File: src/rtl/euclid_array_if.sv
// Avalon-MM slave bus bundle for euclid_array.
// Handshake: no backpressure. slave_waitrequest is held 0, so every asserted
// slave_read or slave_write is accepted on the clock edge it is sampled on, and
// slave_readdata is valid exactly one cycle after the accepted slave_read.
interface euclid_array_if #(
    parameter int ADDRESS_WIDTH = 5
);
    logic [ADDRESS_WIDTH-1:0] slave_address;
    logic                     slave_read;
    logic [31:0]              slave_readdata;
    logic                     slave_write;
    logic [31:0]              slave_writedata;
    logic                     slave_waitrequest;

    modport master (
        output slave_address, slave_read, slave_write, slave_writedata,
        input  slave_readdata, slave_waitrequest
    );

    modport slave (
        input  slave_address, slave_read, slave_write, slave_writedata,
        output slave_readdata, slave_waitrequest
    );
endinterface

File: src/rtl/euclid_array.sv
// euclid_array: NUM_CH-channel Euclidean distance engine behind an Avalon-MM
// register file. One shared datapath walks the channels in turn.
// Optional macro EUCLID_SQUARED_EN: skip the square root and store dx^2+dy^2.
// dbg_state exposes the FSM state encoding (state_t) for observation.
module euclid_array #(
    parameter int NUM_CH        = 4,
    parameter int COORD_W       = 16,
    parameter int ADDRESS_WIDTH = 5
) (
    input  logic           clk,
    input  logic           rst,
    euclid_array_if.slave  bus,
    output logic           done_irq,
    output logic [2:0]     dbg_state
);
    localparam int D_W    = COORD_W + 1;
    localparam int SUM_W  = 2 * COORD_W + 2;
    localparam int ROOT_W = COORD_W + 1;
    localparam int REM_W  = COORD_W + 6;
    localparam int RI_W   = (NUM_CH > 1) ? $clog2(NUM_CH) : 1;
    localparam logic [31:0] RES_BASE = 32'(2 + 4 * NUM_CH);
    localparam logic [31:0] RES_END  = 32'(2 + 5 * NUM_CH);

    typedef enum logic [2:0] {S_IDLE, S_LOAD, S_SQUARE, S_SQRT, S_STORE} state_t;
    state_t state_q, state_d;

    // Register file
    logic [31:0]      coord_q  [NUM_CH][4];
    logic [31:0]      result_q [NUM_CH];
    logic [4:0]       count_q;
    logic [RI_W-1:0]  ch_q;
    logic             busy_q, done_q, irq_en_q, err_q;
    logic [31:0]      readdata_q;

    // Datapath
    logic [D_W-1:0]   dx_q, dy_q;
    logic [SUM_W-1:0] sum_q;
    logic [31:0]      res_val;

    // Bus decode
    logic [ADDRESS_WIDTH-1:0] addr;
    logic [31:0]              addr_w, coord_off, rd_val;
    logic                     is_ctrl, is_count, is_coord, is_result;
    logic [RI_W-1:0]          coord_ch, res_sel;
    logic [1:0]               coord_j;
    logic                     wr, start_go, store_en, last_ch;

    assign addr = bus.slave_address;
    assign wr   = bus.slave_write;
    assign bus.slave_waitrequest = 1'b0;
    assign bus.slave_readdata    = readdata_q;
    assign done_irq  = done_q & irq_en_q;
    assign dbg_state = state_q;

    // Address decode and read mux
    always_comb begin
        addr_w    = 32'(addr);
        coord_off = addr_w - 32'd2;
        is_ctrl   = (addr_w == 32'd0);
        is_count  = (addr_w == 32'd1);
        is_coord  = (addr_w >= 32'd2) && (addr_w < RES_BASE);
        is_result = (addr_w >= RES_BASE) && (addr_w < RES_END);
        coord_ch  = RI_W'(coord_off >> 2);
        coord_j   = coord_off[1:0];
        res_sel   = RI_W'(addr_w - RES_BASE);
        rd_val    = '0;
        if (is_ctrl)        rd_val = {27'd0, err_q, irq_en_q, done_q, busy_q, 1'b0};
        else if (is_count)  rd_val = 32'(count_q);
        else if (is_coord)  rd_val = coord_q[coord_ch][coord_j];
        else if (is_result) rd_val = result_q[res_sel];
    end

    // Current-channel absolute differences and squared sum
    logic signed [COORD_W+1:0] x1_s, x2_s, y1_s, y2_s, ddx, ddy, adx, ady;
    logic [SUM_W-1:0]          dx_e, dy_e, sum_n;
    always_comb begin
        x1_s = (COORD_W+2)'(signed'(coord_q[ch_q][0][COORD_W-1:0]));
        x2_s = (COORD_W+2)'(signed'(coord_q[ch_q][1][COORD_W-1:0]));
        y1_s = (COORD_W+2)'(signed'(coord_q[ch_q][2][COORD_W-1:0]));
        y2_s = (COORD_W+2)'(signed'(coord_q[ch_q][3][COORD_W-1:0]));
        ddx  = x1_s - x2_s;
        ddy  = y1_s - y2_s;
        adx  = ddx[COORD_W+1] ? -ddx : ddx;
        ady  = ddy[COORD_W+1] ? -ddy : ddy;
        dx_e = SUM_W'(dx_q);
        dy_e = SUM_W'(dy_q);
        sum_n = dx_e * dx_e + dy_e * dy_e;
    end

`ifndef EUCLID_SQUARED_EN
    // Non-restoring square root: remainder kept in two's complement, one
    // root bit per step decided by the sign of the new remainder.
    logic [REM_W-1:0]  rem_q, rem_sh, rem_n;
    logic [ROOT_W-1:0] root_q, root_n;
    logic [4:0]        sqrt_cnt_q;
    logic              sqrt_last;
    always_comb begin
        rem_sh = {rem_q[REM_W-3:0], sum_q[SUM_W-1 -: 2]};
        if (!rem_q[REM_W-1]) rem_n = rem_sh - REM_W'({root_q, 2'b01});
        else                 rem_n = rem_sh + REM_W'({root_q, 2'b11});
        root_n    = {root_q[ROOT_W-2:0], ~rem_n[REM_W-1]};
        sqrt_last = (sqrt_cnt_q == 5'(ROOT_W - 1));
        res_val   = 32'(root_q);
    end
`else
    logic [63:0] sum_wide;
    always_comb begin
        sum_wide = 64'(sum_q);
        res_val  = sum_wide[31:0];
    end
`endif

    // FSM state register
    always_ff @(posedge clk or negedge rst) begin
        if (!rst) state_q <= S_IDLE;
        else      state_q <= state_d;
    end

    // FSM next state and control strobes
    always_comb begin
        state_d  = state_q;
        start_go = 1'b0;
        store_en = 1'b0;
        last_ch  = (ch_q == RI_W'(NUM_CH - 1));
        case (state_q)
            S_IDLE: if (wr && is_ctrl && bus.slave_writedata[0]) begin
                start_go = 1'b1;
                state_d  = S_LOAD;
            end
            S_LOAD: state_d = S_SQUARE;
`ifdef EUCLID_SQUARED_EN
            S_SQUARE: state_d = S_STORE;
`else
            S_SQUARE: state_d = S_SQRT;
            S_SQRT:   if (sqrt_last) state_d = S_STORE;
`endif
            S_STORE: begin
                store_en = 1'b1;
                state_d  = last_ch ? S_IDLE : S_LOAD;
            end
            default: state_d = S_IDLE;
        endcase
    end

    // Datapath pipeline registers
    always_ff @(posedge clk or negedge rst) begin
        if (!rst) begin
            dx_q  <= '0;
            dy_q  <= '0;
            sum_q <= '0;
`ifndef EUCLID_SQUARED_EN
            rem_q      <= '0;
            root_q     <= '0;
            sqrt_cnt_q <= '0;
`endif
        end else begin
            if (state_q == S_LOAD) begin
                dx_q <= adx[D_W-1:0];
                dy_q <= ady[D_W-1:0];
            end
            if (state_q == S_SQUARE) begin
                sum_q <= sum_n;
`ifndef EUCLID_SQUARED_EN
                rem_q      <= '0;
                root_q     <= '0;
                sqrt_cnt_q <= '0;
`endif
            end
`ifndef EUCLID_SQUARED_EN
            if (state_q == S_SQRT) begin
                sum_q      <= sum_q << 2;
                rem_q      <= rem_n;
                root_q     <= root_n;
                sqrt_cnt_q <= sqrt_cnt_q + 5'd1;
            end
`endif
        end
    end

    // Register file writes; hardware sets come last so they win over W1C
    always_ff @(posedge clk or negedge rst) begin
        if (!rst) begin
            for (int c = 0; c < NUM_CH; c++) begin
                result_q[c] <= '0;
                for (int j = 0; j < 4; j++) coord_q[c][j] <= '0;
            end
            count_q  <= '0;
            ch_q     <= '0;
            busy_q   <= 1'b0;
            done_q   <= 1'b0;
            irq_en_q <= 1'b0;
            err_q    <= 1'b0;
        end else begin
            if (wr && is_ctrl) begin
                irq_en_q <= bus.slave_writedata[3];
                if (bus.slave_writedata[2]) done_q <= 1'b0;
                if (bus.slave_writedata[4]) err_q  <= 1'b0;
                if (bus.slave_writedata[0] && busy_q) err_q <= 1'b1;
            end
            if (wr && is_coord) begin
                if (busy_q) err_q <= 1'b1;
                else        coord_q[coord_ch][coord_j] <= bus.slave_writedata;
            end
            if (wr && is_result && busy_q) err_q <= 1'b1;
            if (start_go) begin
                for (int c = 0; c < NUM_CH; c++) result_q[c] <= '0;
                count_q <= '0;
                ch_q    <= '0;
                busy_q  <= 1'b1;
                done_q  <= 1'b0;
            end
            if (store_en) begin
                result_q[ch_q] <= res_val;
                count_q        <= count_q + 5'd1;
                if (last_ch) begin
                    busy_q <= 1'b0;
                    done_q <= 1'b1;
                end else begin
                    ch_q <= ch_q + RI_W'(1);
                end
            end
        end
    end

    // Read data register, one cycle behind slave_read
    always_ff @(posedge clk or negedge rst) begin
        if (!rst)                 readdata_q <= '0;
        else if (bus.slave_read)  readdata_q <= rd_val;
        else                      readdata_q <= '0;
    end
endmodule

File: src/flat_wrapper.sv
// flat-port wrapper written by rule: the top's interface ports become plain ports
module euclid_array_flat 
#(
    parameter int NUM_CH        = 4,
    parameter int COORD_W       = 16,
    parameter int ADDRESS_WIDTH = 5
)
  (clk, rst, done_irq, dbg_state, bus_slave_address, bus_slave_read, bus_slave_write, bus_slave_writedata, bus_slave_readdata, bus_slave_waitrequest);
  euclid_array_if #(.ADDRESS_WIDTH(ADDRESS_WIDTH)) bus_i ();
  input  logic clk;
  input  logic rst;
  output logic done_irq;
  output logic [2:0] dbg_state;
  input wire logic [$bits(bus_i.slave_address)-1:0] bus_slave_address;
  input wire logic [$bits(bus_i.slave_read)-1:0] bus_slave_read;
  input wire logic [$bits(bus_i.slave_write)-1:0] bus_slave_write;
  input wire logic [$bits(bus_i.slave_writedata)-1:0] bus_slave_writedata;
  output wire logic [$bits(bus_i.slave_readdata)-1:0] bus_slave_readdata;
  output wire logic [$bits(bus_i.slave_waitrequest)-1:0] bus_slave_waitrequest;
  assign bus_i.slave_address = bus_slave_address;
  assign bus_i.slave_read = bus_slave_read;
  assign bus_i.slave_write = bus_slave_write;
  assign bus_i.slave_writedata = bus_slave_writedata;
  assign bus_slave_readdata = bus_i.slave_readdata;
  assign bus_slave_waitrequest = bus_i.slave_waitrequest;
  euclid_array #(.NUM_CH(NUM_CH), .COORD_W(COORD_W), .ADDRESS_WIDTH(ADDRESS_WIDTH)) u_core (.clk(clk), .rst(rst), .bus(bus_i), .done_irq(done_irq), .dbg_state(dbg_state));
endmodule
File: config.mk
export PLATFORM = sky130hd
export DESIGN_NAME = euclid_array_flat
export DESIGN_NICKNAME = d
export VERILOG_FILES = /design/src/rtl/euclid_array_if.sv /design/src/rtl/euclid_array.sv /design/src/flat_wrapper.sv
export SDC_FILE = /design/constraint.sdc
export NUM_CORES = 2
export LEC_CHECK = 0
export ABC_AREA = 1
export CAP_MARGIN = 20
export CORE_ASPECT_RATIO = 0.9
export CORE_MARGIN = 10
export CORE_UTILIZATION = 65
export DETAILED_ROUTE_END_ITERATION = 8
export DONT_BUFFER_PORTS = 1
export PLACE_DENSITY = 0.86
export SLEW_MARGIN = 20
export SYNTH_ARGS = -nofsm -noshare
export SYNTH_HDL_FRONTEND = slang
export SYNTH_SLANG_ARGS = --single-unit
export TNS_END_PERCENT = 50
File: constraint.sdc
create_clock -name clk -period 16.4 [get_ports clk]
set_input_delay 1.64 -clock clk [delete_from_list [all_inputs] [get_ports clk]]
set_output_delay 1.64 -clock clk [all_outputs]
set_load 0.005 [all_outputs]
==> load_flow_metrics.sql <==
INSERT INTO impl_metrics (metric_group, metric, value, unit) VALUES
('cells_and_area', 'flow.area_growth_from_synthesis', '5.185', '%'),
('timing', 'slew_headroom', '-0.8798', ''),
('route', 'detail_route.wirelength', '162.4', 'mm'),
('synth', 'yosysUniqueCellTypes', '55', ''),
('route', 'dr.first_iter.drc_count', '6474', ''),
('route', 'routed_wire_length_per_instance', '21.25', 'µm'),
('timing', 'rsz0062_at_grt', 'false', ''),
('floorplan', 'pin_count', '78', ''),
('clock_network', 'clk_pin_slew_worst_paths', '0.06', 'ns'),
('timing', 'finalCriticalPeriod', '7.366', 'ns'),
('clock_network', 'cts_buffers', '82', ''),
('cells_and_area', 'postLayoutCellArea', '59170', 'µm²'),
('timing', 'final.setup_skew', '0.05458', 'ns'),
('placement', 'port_buffers', '0', ''),
('setup_path', 'cpMaxStageDelayCell', 'sky130_fd_sc_hd__dfrtp_1', ''),
('route', 'drt_pre_antenna_iters', '8', ''),
('timing', 'max_clock_freq', '135.8', 'MHz'),
('timing', 'report.final.setup_viol', '0', ''),
('global_routing', 'first_global_vias', '47900', ''),
('synth', 'postSynth.topFlopCell', 'sky130_fd_sc_hd__dfrtp_1', ''),
('setup_path', 'cp_cell_sequence', 'nand2_1, inv_1, fa_1, fa_1, inv_1, fa_1, inv_1, fa_1, fa_1, fa_1, fa_1, inv_1, fa_1, inv_1, ha_1, a21oi_1, o21ai_0, a21oi_1, nor2_1, nor2_1, o21ai_0, nand2_1, nand2_1, o21bai_1', ''),
('route', 'final_antenna_net_count', '0', ''),
('synth', 'synthesis.area', '56250', 'µm²'),
('placement', 'detailed_place_hpwl', '105.4', 'mm'),
('setup_path', 'criticalPathCategory', 'flip-flop to flip-flop', ''),
('global_routing', 'globalRouteTotalUtil', '0.3256', ''),
('clock_network', 'max-clock-path-buffers', '3', ''),
('placement', 'placed_cell_area', '56370', 'µm²'),
('route', 'via_count', '47370', ''),
('timing', 'hold_viol_final', '0', ''),
('outcome', 'outcome', 'finished, violations left', ''),
('outcome', 'violated_checks', 'max-slew violations', ''),
('setup_path', 'kind_of_cell_adding_the_most_delay_to_the_critical_path', 'adder cells', ''),
('synth', 'netlist_instances', '6702', ''),
('floorplan', 'die_area', '98720', 'µm²'),
('hold_path', 'min_delay_path_depth', '1', ''),
('synth', 'synth_top_cell_area_share', '0.3546', ''),
('setup_path', 'arrival', '7.94', 'ns'),
('synth', 'cell_type_with_the_highest_aggregate_area_in_the_netlist', 'sky130_fd_sc_hd__dfrtp_1', ''),
('setup_path', 'ff2ff_path_depth', '24', ''),
('setup_path', 'reg2reg_slack', '9.03', 'ns'),
('timing', 'final.hold.worst_slack', '0.4752', 'ns'),
('clock_network', 'clock_tree.htree_level_count', '3', ''),
('setup_path', 'timing.critical_path.mode_cell', 'sky130_fd_sc_hd__fa_1', ''),
('clock_network', 'cts-hold-fix-buffers', '0', ''),
('clock_network', 'insertion_delay_of_the_later_clocked_pin_in_the_worst_skew_pair', '0.67', 'ns'),
('clock_network', 'cts_repair_resize_count', '0', ''),
('clock_network', 'tritoncts', 'yes', ''),
('synth', 'synth.yosys.warnings', '0', ''),
('synth', 'synth_seq_cells', '797', ''),
('synth', 'synth_sequential_area_ratio', '0.3546', ''),
('floorplan', 'number_of_cell_rows', '102', ''),
('placement', 'place.gp.congestion', '0.9566', ''),
('synth', 'post_synth_main_area_contributors', 'sky130_fd_sc_hd__dfrtp_1, sky130_fd_sc_hd__fa_1, sky130_fd_sc_hd__inv_1', ''),
('hold_path', 'whs_endpoint', 'u_core.sqrt_cnt_q[4]$_DFFE_PN0P_', ''),
('setup_path', 'worst_r2r_startpoint', 'u_core.dx_q[10]$_DFFE_PN0P_', ''),
('synth', 'syn_nets', '7452', ''),
('setup_path', 'cp.required', '16.97', 'ns'),
('route', 'detail_route.vias_per_cell', '6.200', ''),
('floorplan', 'core_area', '85890', 'µm²'),
('global_routing', 'grt_first_pass_wirelength', '256.4', 'mm'),
('timing', 'final.period_utilization', '0.4491', ''),
('cells_and_area', 'layout_commonest_cell', 'sky130_fd_sc_hd__inv_1', ''),
('route', 'drc', '0', ''),
('floorplan', 'floorplan.die.width', '330.1', 'µm'),
('synth', 'synth_enable_flop_cells', '0', ''),
('setup_path', 'setup.worst_path.end_class', 'flip-flop', ''),
('setup_path', 'start_kind', 'flip-flop', ''),
('global_routing', 'grt_max_degree', '798', ''),
('setup_path', 'slowest_delay', '0.87', 'ns'),
('timing', 'slew_violations', '634', '');
cells in the mapped netlist (6+ instances only):
| cell type | instances |
|---|---|
| sky130_fd_sc_hd__inv_2 | 70 |
| sky130_fd_sc_hd__xnor2_1 | 45 |
| sky130_fd_sc_hd__ha_1 | 264 |
| sky130_fd_sc_hd__fa_1 | 445 |
| sky130_fd_sc_hd__nand3b_1 | 7 |
| sky130_fd_sc_hd__buf_6 | 18 |
| sky130_fd_sc_hd__dfrtp_1 | 797 |
| sky130_fd_sc_hd__nand2_1 | 981 |
| sky130_fd_sc_hd__nor2_1 | 586 |
| sky130_fd_sc_hd__inv_1 | 1037 |
| sky130_fd_sc_hd__xor2_1 | 30 |
| sky130_fd_sc_hd__buf_1 | 19 |
| sky130_fd_sc_hd__buf_2 | 50 |
| sky130_fd_sc_hd__o21ai_1 | 189 |
| sky130_fd_sc_hd__a31oi_1 | 6 |
| sky130_fd_sc_hd__nor3_4 | 7 |
| sky130_fd_sc_hd__a21oi_2 | 81 |
| sky130_fd_sc_hd__a21oi_1 | 546 |
| sky130_fd_sc_hd__a21o_1 | 11 |
| sky130_fd_sc_hd__o22ai_1 | 297 |
| sky130_fd_sc_hd__or2_2 | 10 |
| sky130_fd_sc_hd__nor4_4 | 8 |
| sky130_fd_sc_hd__nor3_1 | 15 |
| sky130_fd_sc_hd__nand3_1 | 268 |
| sky130_fd_sc_hd__clkbuf_1 | 306 |
| sky130_fd_sc_hd__o211ai_1 | 10 |
| sky130_fd_sc_hd__nor2_2 | 60 |
| sky130_fd_sc_hd__a22oi_1 | 57 |
| sky130_fd_sc_hd__nand4_1 | 48 |
| sky130_fd_sc_hd__o21bai_1 | 14 |
| sky130_fd_sc_hd__o21ai_0 | 372 |
worst max path at each step:
stage,depth (start not counted),from,slack [ns],end
floorplan,24,u_core.dx_q[13]$_DFFE_PN0P_,9.74,u_core.sum_q[24]$_DFFE_PN0P_
global placement,24,u_core.dx_q[13]$_DFFE_PN0P_,9.33,u_core.sum_q[32]$_DFFE_PN0P_
detailed placement,24,u_core.dx_q[13]$_DFFE_PN0P_,9.13,u_core.sum_q[32]$_DFFE_PN0P_
CTS,24,u_core.dx_q[13]$_DFFE_PN0P_,9.16,u_core.sum_q[32]$_DFFE_PN0P_
global route,24,u_core.dx_q[13]$_DFFE_PN0P_,8.70,u_core.sum_q[32]$_DFFE_PN0P_
finish,24,u_core.dx_q[10]$_DFFE_PN0P_,9.03,u_core.sum_q[31]$_DFFE_PN0P_
logic make-up (layout without fill, tap and decap cells):
family | after synthesis | count (layout) | share of synthesized area
XOR/XNOR | 75 | 75 | 0.01168
flip-flops | 797 | 797 | 0.3546
AND/OR/NAND/NOR | 2008 | 2008 | 0.1516
adder cells (fa/ha/maj) | 709 | 709 | 0.2171
AO/OA/AOI/OAI | 1606 | 1606 | 0.1606
buffers and inverters | 1506 | 1300 | 0.1045
other | 1 | 2 | 0.00006667
sequential cells by signal, summed over array words and instances (netlist names):
name	flops
u_core.sqrt_cnt_q	5
u_core.root_q	17
u_core.coord_q	512
u_core.result_q	128
u_core.irq_en_q	1
u_core.sum_q	34
u_core.err_q	1
u_core.rem_q	21
u_core.ch_q	2
u_core.done_q	1
u_core.busy_q	1
u_core.count_q	5
u_core.dbg_state	3
u_core.dy_q	17
u_core.bus.slave_readdata	32
u_core.dx_q	17
per-stage QoR:
stage | utilization | setup slack, ns | std cells
after global placement | 0.6563 | 9.332 | 7493
final | 0.6889 | 9.034 | 7641
after CTS | 0.6888 | 9.156 | 7640
after detailed placement | 0.6563 | 9.125 | 7493
after floorplan | - | 9.736 | 6702
after global routing | 0.6889 | 8.704 | 7641
layer usage:
layer	vias up	global-route usage	wire length, µm	share of wire
met5	-	0	0	0
met4	0	0.1480	7969	0.049
met3	609	0.1012	20760	0.13
met2	3037	0.4947	72570	0.45
met1	22710	0.4271	61070	0.38
li1	21010	-	-	-
cell type report:
type                    count  area, µm²
multi-input cells        4399      30500
fillers                  6205      26720
flip-flops and latches    797      19950
inverters                1110       4170
clock buffers             118       2369
well taps                1144       1431
clock inverters            29      426.7
repair buffers             43      322.8
diodes                      1      2.502
worst register-to-register path, stage by stage (launching register included):
cell                       delay [ns]
sky130_fd_sc_hd__dfrtp_1         0.87
sky130_fd_sc_hd__nand2_1         0.24
sky130_fd_sc_hd__inv_1           0.16
sky130_fd_sc_hd__fa_1            0.44
sky130_fd_sc_hd__fa_1            0.63
sky130_fd_sc_hd__inv_1           0.08
sky130_fd_sc_hd__fa_1            0.54
sky130_fd_sc_hd__inv_1           0.05
sky130_fd_sc_hd__fa_1            0.48
sky130_fd_sc_hd__fa_1            0.58
sky130_fd_sc_hd__fa_1            0.45
sky130_fd_sc_hd__fa_1            0.51
sky130_fd_sc_hd__inv_1           0.06
sky130_fd_sc_hd__fa_1            0.54
sky130_fd_sc_hd__inv_1           0.06
sky130_fd_sc_hd__ha_1            0.34
sky130_fd_sc_hd__a21oi_1         0.24
sky130_fd_sc_hd__o21ai_0         0.20
sky130_fd_sc_hd__a21oi_1         0.31
sky130_fd_sc_hd__nor2_1          0.07
sky130_fd_sc_hd__nor2_1          0.08
sky130_fd_sc_hd__o21ai_0         0.11
sky130_fd_sc_hd__nand2_1         0.08
sky130_fd_sc_hd__nand2_1         0.06
sky130_fd_sc_hd__o21bai_1        0.12
Power is not shown: default switching activity piles up to over one toggle a cycle in this logic, so the estimate is an artifact.
